`config.mk`:
```
export PLATFORM = sky130hd
export DESIGN_NAME = instr_sequencer_flat
export DESIGN_NICKNAME = d
export VERILOG_FILES = /design/src/rtl/instr_sequencer_if.sv /design/src/rtl/instr_sequencer.sv /design/src/flat_wrapper.sv
export SDC_FILE = /design/constraint.sdc
export NUM_CORES = 1
export LEC_CHECK = 0
export CAP_MARGIN = 20
export CORE_ASPECT_RATIO = 1.25
export CORE_MARGIN = 4
export CORE_UTILIZATION = 45
export DETAILED_ROUTE_END_ITERATION = 10
export HOLD_SLACK_MARGIN = 0.12
export PLACE_DENSITY = 0.81
export SLEW_MARGIN = 20
export SYNTH_ARGS = -nofsm -noshare
export SYNTH_HDL_FRONTEND = slang
export SYNTH_SLANG_ARGS = --single-unit
```
`constraint.sdc`:
```
create_clock -name clk -period 2.7 [get_ports clk]
set_input_delay 0.81 -clock clk [delete_from_list [all_inputs] [get_ports clk]]
set_output_delay 0.81 -clock clk [all_outputs]
set_load 0.005 [all_outputs]
```
`src/rtl/instr_sequencer_if.sv`:
```
// Instruction-memory fetch port: request/address out, ack/data back.
interface instr_sequencer_if;
  localparam int unsigned XLEN = 32;

  logic            imem_req;
  logic [XLEN-1:0] imem_addr;
  logic            imem_ack;
  logic [XLEN-1:0] imem_rdata;

  modport master (output imem_req, output imem_addr, input imem_ack, input imem_rdata);
  modport slave  (input imem_req, input imem_addr, output imem_ack, output imem_rdata);
endinterface

```
`src/rtl/instr_sequencer.sv`:
```
// Multi-cycle RV32 sequencer: FETCH -> DECODE -> EXEC -> WB, one instruction at a time.
// Owns the instruction register, PC, retired counter and datapath strobes.
module instr_sequencer #(
  parameter logic [31:0] RESET_PC = 32'h0000_0000,
  parameter logic [31:0] PC_STEP  = 32'd4
) (
  input  logic                clk,
  input  logic                rst,
  input  logic                run,
  instr_sequencer_if.master   imem,
  output logic [31:0]         inst,
  output logic [31:0]         pc,
  output logic                alu_src_imm,
  output logic                rf_we,
  output logic                busy,
  output logic                halted,
  output logic                illegal,
  output logic [31:0]         retired
);
  localparam int unsigned XLEN   = 32;
  localparam int unsigned OP_W   = 7;
  localparam logic [OP_W-1:0] OP_REG = 7'h33;
  localparam logic [OP_W-1:0] OP_IMM = 7'h13;
  localparam logic [OP_W-1:0] OP_SYS = 7'h73;

  typedef enum logic [2:0] {
    S_IDLE, S_FETCH, S_DECODE, S_EXEC, S_WB, S_HALT
  } state_e;

  state_e          state_q, state_d;
  logic [XLEN-1:0] pc_q, pc_d;
  logic [XLEN-1:0] inst_q, inst_d;
  logic [XLEN-1:0] retired_q, retired_d;
  logic            alu_imm_q, alu_imm_d;
  logic            illegal_q, illegal_d;
  logic            req_q, req_d;
  logic            rf_we_q, rf_we_d;
  logic            busy_q, busy_d;
  logic            halted_q, halted_d;

  always_ff @(posedge clk) begin
    if (rst) begin
      state_q   <= S_IDLE;
      pc_q      <= RESET_PC;
      inst_q    <= '0;
      retired_q <= '0;
      alu_imm_q <= 1'b0;
      illegal_q <= 1'b0;
      req_q     <= 1'b0;
      rf_we_q   <= 1'b0;
      busy_q    <= 1'b0;
      halted_q  <= 1'b0;
    end else begin
      state_q   <= state_d;
      pc_q      <= pc_d;
      inst_q    <= inst_d;
      retired_q <= retired_d;
      alu_imm_q <= alu_imm_d;
      illegal_q <= illegal_d;
      req_q     <= req_d;
      rf_we_q   <= rf_we_d;
      busy_q    <= busy_d;
      halted_q  <= halted_d;
    end
  end

  always_comb begin
    state_d   = state_q;
    pc_d      = pc_q;
    inst_d    = inst_q;
    retired_d = retired_q;
    alu_imm_d = alu_imm_q;
    illegal_d = illegal_q;

    unique case (state_q)
      S_IDLE:   if (run) state_d = S_FETCH;
      S_FETCH: begin
        if (imem.imem_ack) begin
          inst_d  = imem.imem_rdata;
          state_d = S_DECODE;
        end
      end
      S_DECODE: begin
        unique case (inst_q[OP_W-1:0])
          OP_REG: begin alu_imm_d = 1'b0; state_d = S_EXEC; end
          OP_IMM: begin alu_imm_d = 1'b1; state_d = S_EXEC; end
          OP_SYS: state_d = S_HALT;
          default: begin illegal_d = 1'b1; state_d = S_HALT; end
        endcase
      end
      S_EXEC:   state_d = S_WB;
      S_WB: begin
        pc_d      = pc_q + PC_STEP;
        retired_d = retired_q + XLEN'(1);
        state_d   = run ? S_FETCH : S_IDLE;
      end
      S_HALT:   state_d = S_HALT;
      default:  state_d = S_IDLE;
    endcase

    // Strobes are registered from the next state so they line up with the state they describe.
    req_d    = (state_d == S_FETCH);
    busy_d   = (state_d == S_FETCH) || (state_d == S_DECODE) ||
               (state_d == S_EXEC)  || (state_d == S_WB);
    halted_d = (state_d == S_HALT);
    rf_we_d  = (state_d == S_WB) && (inst_d[11:7] != 5'd0);
  end

  assign imem.imem_req  = req_q;
  assign imem.imem_addr = pc_q;
  assign inst           = inst_q;
  assign pc             = pc_q;
  assign alu_src_imm    = alu_imm_q;
  assign rf_we          = rf_we_q;
  assign busy           = busy_q;
  assign halted         = halted_q;
  assign illegal        = illegal_q;
  assign retired        = retired_q;
endmodule

```
`src/flat_wrapper.sv`:
```
// flat-port wrapper written by rule: the top's interface ports become plain ports
module instr_sequencer_flat 
#(
  parameter logic [31:0] RESET_PC = 32'h0000_0000,
  parameter logic [31:0] PC_STEP  = 32'd4
)
  (clk, rst, run, inst, pc, alu_src_imm, rf_we, busy, halted, illegal, retired, imem_imem_req, imem_imem_addr, imem_imem_ack, imem_imem_rdata);
  instr_sequencer_if imem_i ();
  input  logic clk;
  input  logic rst;
  input  logic run;
  output logic [31:0] inst;
  output logic [31:0] pc;
  output logic alu_src_imm;
  output logic rf_we;
  output logic busy;
  output logic halted;
  output logic illegal;
  output logic [31:0] retired;
  output wire logic [$bits(imem_i.imem_req)-1:0] imem_imem_req;
  output wire logic [$bits(imem_i.imem_addr)-1:0] imem_imem_addr;
  input wire logic [$bits(imem_i.imem_ack)-1:0] imem_imem_ack;
  input wire logic [$bits(imem_i.imem_rdata)-1:0] imem_imem_rdata;
  assign imem_imem_req = imem_i.imem_req;
  assign imem_imem_addr = imem_i.imem_addr;
  assign imem_i.imem_ack = imem_imem_ack;
  assign imem_i.imem_rdata = imem_imem_rdata;
  instr_sequencer #(.RESET_PC(RESET_PC), .PC_STEP(PC_STEP)) u_core (.clk(clk), .rst(rst), .run(run), .imem(imem_i), .inst(inst), .pc(pc), .alu_src_imm(alu_src_imm), .rf_we(rf_we), .busy(busy), .halted(halted), .illegal(illegal), .retired(retired));
endmodule
```
==> flow_summary.json, run 1 <==
{
  "finalSetupViolations": 0,
  "ys.flop_type": "dfxtp_1",
  "worstMarginPinSlew_ps": 734,
  "cts_hold_buf": 0,
  "synth_cells": 562,
  "initial_core_util": 0.460,
  "cpMostUsedCell": "or4_1",
  "syn_area_sq_um": 4630,
  "clk_pin_slew_ps": 60,
  "wire_per_inst_um": 14.9,
  "cp.buffers_inverters": 0,
  "slew_headroom": 0.504,
  "cts_buffers": 9,
  "cts_setup_buffers": 0,
  "numPortBuffers": 165,
  "chipWidth_um": 98.7,
  "insertion_delay_ps": 340,
  "post-place-ws_ps": 233,
  "grt_overflow": 0,
  "cts_resized": 0,
  "drt_pre_antenna_iters": 4,
  "cp-start-kind": "register",
  "synth.area.mux_share": 0.00487,
  "rsz0062_at_grt": "no",
  "hpwl_um": 8910,
  "crit_chain": "or3b_4 -> or4_1 -> or4_1 -> a21oi_1",
  "mostFrequentLayoutCells": "clkdlybuf4s50_1, dfxtp_1, nand2_1, a21oi_1, nor2_1",
  "finClkSkew_ps": 7.36,
  "synth_xor_area_frac": 0.0360,
  "num_antenna_cells": 0,
  "synth_simple_gate_area_frac": 0.267,
  "hold_depth": 2,
  "setup_slack_ps": 201,
  "core-area_sq_um": 10100,
  "synth_edf_count": 0,
  "dieArea_sq_um": 12000,
  "grt_max_degree": 53,
  "fp.dieH_um": 121,
  "layout_commonest_cell": "clkdlybuf4s50_1",
  "grt_usage": 0.197,
  "crit_fanout": 22,
  "first_iter_violations": 169,
  "final_cells": 821,
  "avgSynthCellArea_sq_um": 8.23,
  "row_count": 41,
  "syn_to_final_growth_pct": 39.7,
  "min_to": "u_core.inst[30]",
  "min-delay-start": "u_core.inst[30]",
  "synth_compound_gate_area_share": 0.144,
  "max_freq_mhz": 400,
  "cp.arrival_ps": 2760,
  "root_buffer": "clkbuf_16",
  "status": "finished clean",
  "r2r_end": "u_core.imem.imem_addr[31]",
  "dp_cells": 805,
  "io_pins": 170,
  "synthArstFlopShare": 0,
  "critPathCaptureType": "register",
  "fin_crit_ps": 2500,
  "num_vias": 4433,
  "layout-drive-gt1-share": 0.0506,
  "finalHoldViolations": 0,
  "routed_wl_um": 12200,
  "r2r_slack_ps": 200,
  "vias_per_cell": 5.40,
  "synth_top_family_by_area": "simple AND/OR/NAND/NOR gates",
  "p_leak_nw": 2.06,
  "ir_drop_mv": 0.352,
  "tns_ps": 0,
  "hp-class": "reg -> reg",
  "ys_types": 38,
  "fillers": 861,
  "cap_violations": 0,
  "tritoncts": "done",
  "synthAdderAreaFrac": 0.00541,
  "reg2reg_depth": 4,
  "ys_seq_area_frac": 0.446,
  "max-clock-path-buffers": 2,
  "grt_pass1_wl_um": 19500,
  "crit_path_max_incr_delay_ps": 800,
  "rr_startpoint": "u_core.state_q[2]",
  "crit_type": "reg -> reg",
  "critPathRequiredTime_ps": 2960,
  "ys_ff_latch": 103,
  "antenna_found_initial": 0,
  "clkSinkCount": 103,
  "slew_viol_final": 0,
  "cpMaxStageDelayCell": "or4_1",
  "yosys_warnings": 0,
  "period_share": 0.925,
  "power_w": 0.00312,
  "ant_nets": 0,
  "path_delay_family": "simple AND/OR/NAND/NOR gates",
  "htree_levels": 3,
  "pwr_density_cell_nw_per_um2": 483,
  "gp_congestion": 0.742,
  "drc_errors": 0,
  "grt_pass1_vias": 4160,
  "nets": 725
}
per-layer routing:
metal | routed length (um) | global-route usage | vias up
met1 | 4900 | 0.224 | 2074
met4 | 119 | 0.0504 | 0
li1 | - | - | 2207
met5 | 0 | 0 | -
met3 | 1040 | 0.0776 | 9
met2 | 6130 | 0.345 | 143
final cells by class:
class,count,area [sq um],area share
multi-input cells,382,2130,0.330
flip-flops and latches,103,2060,0.319
repair buffers,178,1750,0.270
clock buffers,14,274,0.0424
well taps,129,161,0.0250
inverters,13,48.8,0.00755
clock inverters,2,37.5,0.00581
synth_stat cells, drive strengths merged (5+ instances only):
library cell | instances | area (sq um)
and4 | 8 | 70.1
nand2 | 88 | 330
xnor2 | 14 | 123
nor4 | 8 | 50.1
o21ai | 17 | 85.1
clkbuf | 29 | 109
or3 | 14 | 87.6
dfxtp | 103 | 2060
inv | 13 | 48.8
nor2 | 29 | 109
or4 | 27 | 203
nor3 | 7 | 35.0
nand3 | 17 | 85.1
a21oi | 77 | 385
buf | 38 | 288
xor2 | 5 | 43.8
nand4 | 17 | 106
o31ai | 23 | 173
stage by stage:
stage / util / hold WS (ps) / cell area [sq um]
after global routing: 0.643 / 486 / 6460
after CTS: 0.643 / 457 / 6460
after floorplan: - / 453 / 4640
after detailed placement: 0.612 / 451 / 6150
final: 0.643 / 454 / 6460
after global placement: 0.612 / 441 / 6150
where the power goes:
| group | leakage [nW] | switching (W) | internal (W) |
|---|---|---|---|
| combinational | 1.07 | 0.000101 | 0.000119 |
| sequential | 0.833 | 0.0000167 | 0.00155 |
| clock | 0.149 | 0.000542 | 0.000796 |
worst max-delay path by stage:
stage                                  from                         to  slack (ps)  depth (start not counted)
after floorplan           u_core.state_q[0]  u_core.imem.imem_addr[28]         420                          7
after global placement    u_core.state_q[1]  u_core.imem.imem_addr[28]         350                          4
after detailed placement  u_core.state_q[2]  u_core.imem.imem_addr[31]         230                          4
after CTS                 u_core.state_q[2]  u_core.imem.imem_addr[31]         210                          4
after global routing      u_core.state_q[2]  u_core.imem.imem_addr[31]         120                          4
final                     u_core.state_q[2]  u_core.imem.imem_addr[31]         200                          4
registers in the layout, summed over array words and instances, names as in the netlist:
| register | count |
|---|---|
| u_core.alu_src_imm | 1 |
| u_core.busy | 1 |
| u_core.halted | 1 |
| u_core.illegal | 1 |
| u_core.imem.imem_addr | 30 |
| u_core.imem.imem_req | 1 |
| u_core.inst | 32 |
| u_core.retired | 32 |
| u_core.rf_we | 1 |
| u_core.state_q | 3 |
tightest hold or removal path, delay by kind of cell, from the launching register on:
family	cells	cell delay, ps
compound gates	1	50
simple gates	1	50
flops	1	310
cell families after synthesis:
group,count (synthesis)
AO/OA/AOI/OAI,120
buffers and inverters,80
XOR/XNOR,19
other,1
adder cells (fa/ha/maj),2
multiplexers,2
AND/OR/NAND/NOR,235
flip-flops,103
No activity file was read; power rests on OpenSTA's default activity.
==> inputs of run 2 (changes only) <==
==> constraint.sdc (replaced) <==
create_clock -name clk -period 2.5 [get_ports clk]
set_input_delay 0.75 -clock clk [delete_from_list [all_inputs] [get_ports clk]]
set_output_delay 0.75 -clock clk [all_outputs]
set_load 0.1 [all_outputs]
==> run 2 against run 1 <==
Effect of this change:
- cell count rose by 0.24%
- critical path depth did not move
- flip-flop and latch count did not move
- worst hold slack improved by 8.2 ps
- clock skew fell by 2.3 ps
==> flow_summary.json, run 2 (same netlist as run 1, synthesis figures left out) <==
{
  "finalSetupViolations": 0,
  "num_antenna_cells": 0,
  "crit_type": "reg -> reg",
  "crit_path_max_incr_delay_ps": 770,
  "syn_to_final_growth_pct": 32.8,
  "antenna_found_initial": 0,
  "max-clock-path-buffers": 2,
  "grt_overflow": 0,
  "initial_core_util": 0.460,
  "dieArea_sq_um": 12000,
  "cpMaxStageDelayCell": "or4_1",
  "cts_buffers": 9,
  "drc_errors": 0,
  "worstMarginPinSlew_ps": 694,
  "gr-usage-met3": 0.0587,
  "dp_cells": 807,
  "cp.arrival_ps": 2530,
  "cp-start-kind": "register",
  "regArea_sq_um": 2090,
  "hp-class": "reg -> reg",
  "chipWidth_um": 98.7,
  "slew_headroom": 0.537,
  "crit_fanout": 16,
  "multiInputGateArea_sq_um": 2130,
  "io_pins": 170,
  "mostFrequentLayoutCells": "buf_4, nand2_1, dfxtp_1, a21oi_1, clkdlybuf4s50_1",
  "routed_wl_um": 11800,
  "slew_viol_final": 0,
  "intPower_w": 0.00252,
  "ir_drop_mv": 0.370,
  "clk_pin_slew_ps": 70,
  "pwr_density_cell_nw_per_um2": 562,
  "fp.dieH_um": 121,
  "p_leak_nw": 2.32,
  "critPathRequiredTime_ps": 2760,
  "hpwl_um": 8550,
  "final_cells": 823,
  "rsz0062_at_grt": "no",
  "numPortBuffers": 165,
  "layout_commonest_cell": "buf_4",
  "swShare": 0.271,
  "setup_slack_ps": 234,
  "crit_chain": "or3b_4 -> or4_1 -> or4_1 -> a21oi_1",
  "use_met1": 0.206,
  "num_vias": 4450,
  "vias_per_cell": 5.41,
  "utilization": 0.611,
  "cts_hold_buf": 0,
  "htree_levels": 3,
  "root_buffer": "clkbuf_16",
  "max_freq_mhz": 441,
  "drt_pre_antenna_iters": 4,
  "power_w": 0.00345,
  "use_met2": 0.350,
  "nets": 727,
  "tritoncts": "done",
  "grt_max_degree": 65,
  "cpMostUsedCell": "or4_1",
  "cts_resized": 0,
  "grt_usage": 0.192,
  "cts_setup_buffers": 0,
  "row_count": 41,
  "core-area_sq_um": 10100,
  "grt_pass1_wl_um": 19000,
  "fin_crit_ps": 2270,
  "sequentialPowerShare": 0.490,
  "layout-drive-gt1-share": 0.268,
  "critPathCaptureType": "register",
  "post-place-ws_ps": 221,
  "status": "finished clean",
  "clkSinkCount": 103,
  "comb_power_share": 0.132,
  "period_share": 0.906,
  "finClkSkew_ps": 5.04,
  "tns_ps": 0,
  "busiest_layer": "met2",
  "cp.buffers_inverters": 0,
  "cap_violations": 0,
  "first_iter_violations": 161,
  "grt_pass1_vias": 4171,
  "wire_per_inst_um": 14.4,
  "insertion_delay_ps": 340,
  "fillers": 871,
  "power.switching_w": 0.000934,
  "clkPwrFrac": 0.378,
  "ant_nets": 0,
  "finalHoldViolations": 0,
  "path_delay_family": "simple AND/OR/NAND/NOR gates",
  "gp_congestion": 0.817
}
[run 2: per-layer routing]
| layer | vias to the layer above | wire [um] |
|---|---|---|
| li1 | 2219 | - |
| met1 | 2088 | 4730 |
| met2 | 134 | 5990 |
| met3 | 9 | 944 |
| met4 | 0 | 154 |
| met5 | - | 0 |
[run 2: tightest hold or removal path, delay by kind of cell, from the launching register on]
kind,cells,cell delay (ps)
AND/OR/NAND/NOR,1,50
AO/OA/AOI/OAI,1,50
flip-flops,1,310
[run 2: worst paths after layout]
kind	cells after the start	end	startpoint	slack [ps]
max	4	u_core.imem.imem_addr[31]	u_core.state_q[1]	230
min	2	u_core.alu_src_imm	u_core.alu_src_imm	460
max reg2reg	4	u_core.imem.imem_addr[31]	u_core.state_q[1]	230
min reg2reg	2	u_core.alu_src_imm	u_core.alu_src_imm	460
[run 2: stage by stage]
step | hold slack, ps | area (sq um)
global route | 478 | 6140
detailed placement | 450 | 5870
global placement | 442 | 5870
floorplan | 572 | 4660
CTS | 461 | 6140
finish | 463 | 6140
[run 2: layout make-up]
type                       instances  share of cell area
clock inverter                     3             0.00285
multi-input combinational        382               0.347
tap                              129              0.0263
sequential                       103               0.340
clock buffer                      13              0.0424
inverter                          13             0.00794
timing repair buffer             180               0.234
[run 2: power groups by stage]
stage          Combinational [W]  Sequential, W  Clock, W
2_1_floorplan           0.000129        0.00193         0
3_3_place_gp            0.000452        0.00173         0
3_5_place_dp            0.000456        0.00173         0
4_1_cts                 0.000456        0.00169   0.00134
5_1_grt                 0.000477        0.00169   0.00141
6_report                0.000454        0.00169   0.00131
==> inputs of run 3 (changes only) <==
--- a/config.mk
+++ b/config.mk
@@ -10,6 +10,7 @@
 export CORE_MARGIN = 4
 export CORE_UTILIZATION = 45
 export DETAILED_ROUTE_END_ITERATION = 10
+export GPL_TIMING_DRIVEN = 0
 export HOLD_SLACK_MARGIN = 0.12
 export PLACE_DENSITY = 0.81
 export SLEW_MARGIN = 20
==> run 3 against run 2 <==
Effect of this change:
- first-iteration DRC count is 6.2% higher
- routed wire length is 12% higher
- fmax is 7.6% lower
- cell count is 6.1% higher
- flip-flop and latch count stayed put
- core utilization is 5.1 points higher
- clock skew is 2.2 ps higher
- worst setup slack worse by 190 ps
- via count is 4.9% higher
- cell area is 8.3% higher
==> flow_summary.json, run 3 (same netlist as run 1, synthesis figures left out) <==
{
  "status": "finished clean",
  "slew_headroom": 0.326,
  "critPathCaptureType": "primary output",
  "io_pins": 170,
  "gr-usage-met3": 0.0794,
  "grt_max_degree": 16,
  "power.switching_w": 0.000958,
  "num_vias": 4670,
  "antenna_found_initial": 0,
  "crit_chain": "buf_4 -> dlygate4sd2_1",
  "cp-start-kind": "register",
  "cp-endpoint": "pc[13]",
  "insertion_delay_ps": 340,
  "finalHoldViolations": 0,
  "r2r_end": "u_core.imem.imem_addr[24]",
  "clk_pin_slew_ps": 70,
  "sequentialPowerShare": 0.455,
  "gp_congestion": 0.828,
  "mostFrequentLayoutCells": "dlygate4sd2_1, nand2_1, dfxtp_1, a21oi_1, buf_4",
  "layout-drive-gt1-share": 0.126,
  "cpMaxStageDelayCell": "dlygate4sd2_1",
  "r2r_slack_ps": 80,
  "first_iter_violations": 171,
  "ant_nets": 0,
  "hold_depth": 2,
  "cts_resized": 149,
  "row_count": 41,
  "crit_fanout": 4,
  "cts_buffers": 9,
  "max-clock-path-buffers": 2,
  "initial_core_util": 0.460,
  "clkPwrFrac": 0.422,
  "period_share": 0.981,
  "dp_cells": 859,
  "cts_hold_buf": 0,
  "clkSinkCount": 103,
  "crit_type": "reg -> out",
  "root_buffer": "clkbuf_16",
  "ir_drop_mv": 0.394,
  "cp.arrival_ps": 1700,
  "fin_crit_ps": 2450,
  "max_freq_mhz": 408,
  "setup_slack_ps": 47.3,
  "hpwl_um": 10000,
  "chipWidth_um": 98.7,
  "final_cells": 873,
  "numPortBuffers": 165,
  "slew_viol_final": 0,
  "use_met1": 0.232,
  "fillers": 910,
  "swShare": 0.258,
  "p_leak_nw": 2.79,
  "layout_commonest_cell": "dlygate4sd2_1",
  "tns_ps": 0,
  "crit_path_max_incr_delay_ps": 850,
  "finalHoldWorstSlack_ps": 453,
  "busiest_layer": "met2",
  "worstMarginPinSlew_ps": 1010,
  "hp-class": "reg -> reg",
  "pwr_density_cell_nw_per_um2": 559,
  "grt_overflow": 0,
  "cap_violations": 0,
  "dieArea_sq_um": 12000,
  "grt_pass1_vias": 4465,
  "grt_usage": 0.217,
  "finalSetupViolations": 0,
  "cp-startpoint": "u_core.imem.imem_addr[13]",
  "drc_errors": 0,
  "routed_wl_um": 13200,
  "use_met2": 0.389,
  "num_antenna_cells": 0,
  "syn_to_final_growth_pct": 43.8,
  "intPower_w": 0.00276,
  "tritoncts": "done",
  "post-place-ws_ps": -78.4,
  "core-area_sq_um": 10100,
  "comb_power_share": 0.123,
  "reg2reg_depth": 7,
  "nets": 778,
  "cts_setup_buffers": 0,
  "grt_pass1_wl_um": 21300,
  "rr_startpoint": "u_core.state_q[0]",
  "fp.dieH_um": 121,
  "vias_per_cell": 5.35,
  "drt_pre_antenna_iters": 4,
  "finClkSkew_ps": 7.27,
  "htree_levels": 3,
  "power_w": 0.00372,
  "wire_per_inst_um": 15.1,
  "critPathRequiredTime_ps": 1750
}
[run 3: cell types whose count changed in the layout (fill, tap and decap cells not counted), moves of 2 or more]
| cell | before | now |
|---|---|---|
| buf_4 | 146 | 36 |
| dlygate4sd2_1 | 0 | 107 |
| clkbuf_1 | 2 | 26 |
| clkdlybuf4s15_1 | 0 | 11 |
| clkbuf_2 | 0 | 7 |
| clkdlybuf4s15_2 | 0 | 5 |
| buf_2 | 0 | 4 |
| bufinv_16 | 0 | 3 |
| buf_6 | 0 | 2 |
| clkbuf_8 | 2 | 0 |
[run 3: routing by layer]
metal  wire (um)  up-vias
met3        1150       17
met5           0        -
met4         240        0
met2        6760      148
met1        5070     2179
li1            -     2326
[run 3: area by class of cell]
type / instances / area, sq um / area share
buffer: 66 / 400 / 0.0602
multi-input combinational: 382 / 2130 / 0.321
clock inverter: 4 / 95.1 / 0.0143
clock buffer: 11 / 233 / 0.0350
timing repair buffer: 165 / 1490 / 0.224
tap: 129 / 161 / 0.0243
inverter: 13 / 48.8 / 0.00734
sequential: 103 / 2090 / 0.314
[run 3: metrics by stage]
stage,instance area [sq um],utilization
detailed placement,6470,0.644
finish,6650,0.662
floorplan,4660,-
global route,6650,0.662
CTS,6660,0.662
global placement,6470,0.644
[run 3: worst min-delay path by stage]
stage                          to  slack [ps]               start
2_1_floorplan         u_core.busy         570   u_core.state_q[2]
3_3_place_gp      u_core.inst[18]         440     u_core.inst[18]
3_5_place_dp      u_core.inst[18]         450     u_core.inst[18]
4_1_cts           u_core.inst[18]         450     u_core.inst[18]
5_1_grt        u_core.alu_src_imm         470  u_core.alu_src_imm
6_report          u_core.inst[22]         450     u_core.inst[22]
[run 3: power by group through the flow]
stage / Combinational [W] / Clock, W / Sequential (W)
global route: 0.000481 / 0.00167 / 0.00169
finish: 0.000458 / 0.00157 / 0.00169
global placement: 0.000475 / 0 / 0.00173
floorplan: 0.000129 / 0 / 0.00193
CTS: 0.000460 / 0.00158 / 0.00169
detailed placement: 0.000478 / 0 / 0.00173
[run 3: worst max-delay path, delay by kind of cell, from the launching register on]
kind | cells | cell delay, ps
DFF | 1 | 390
buffers and inverters | 2 | 970
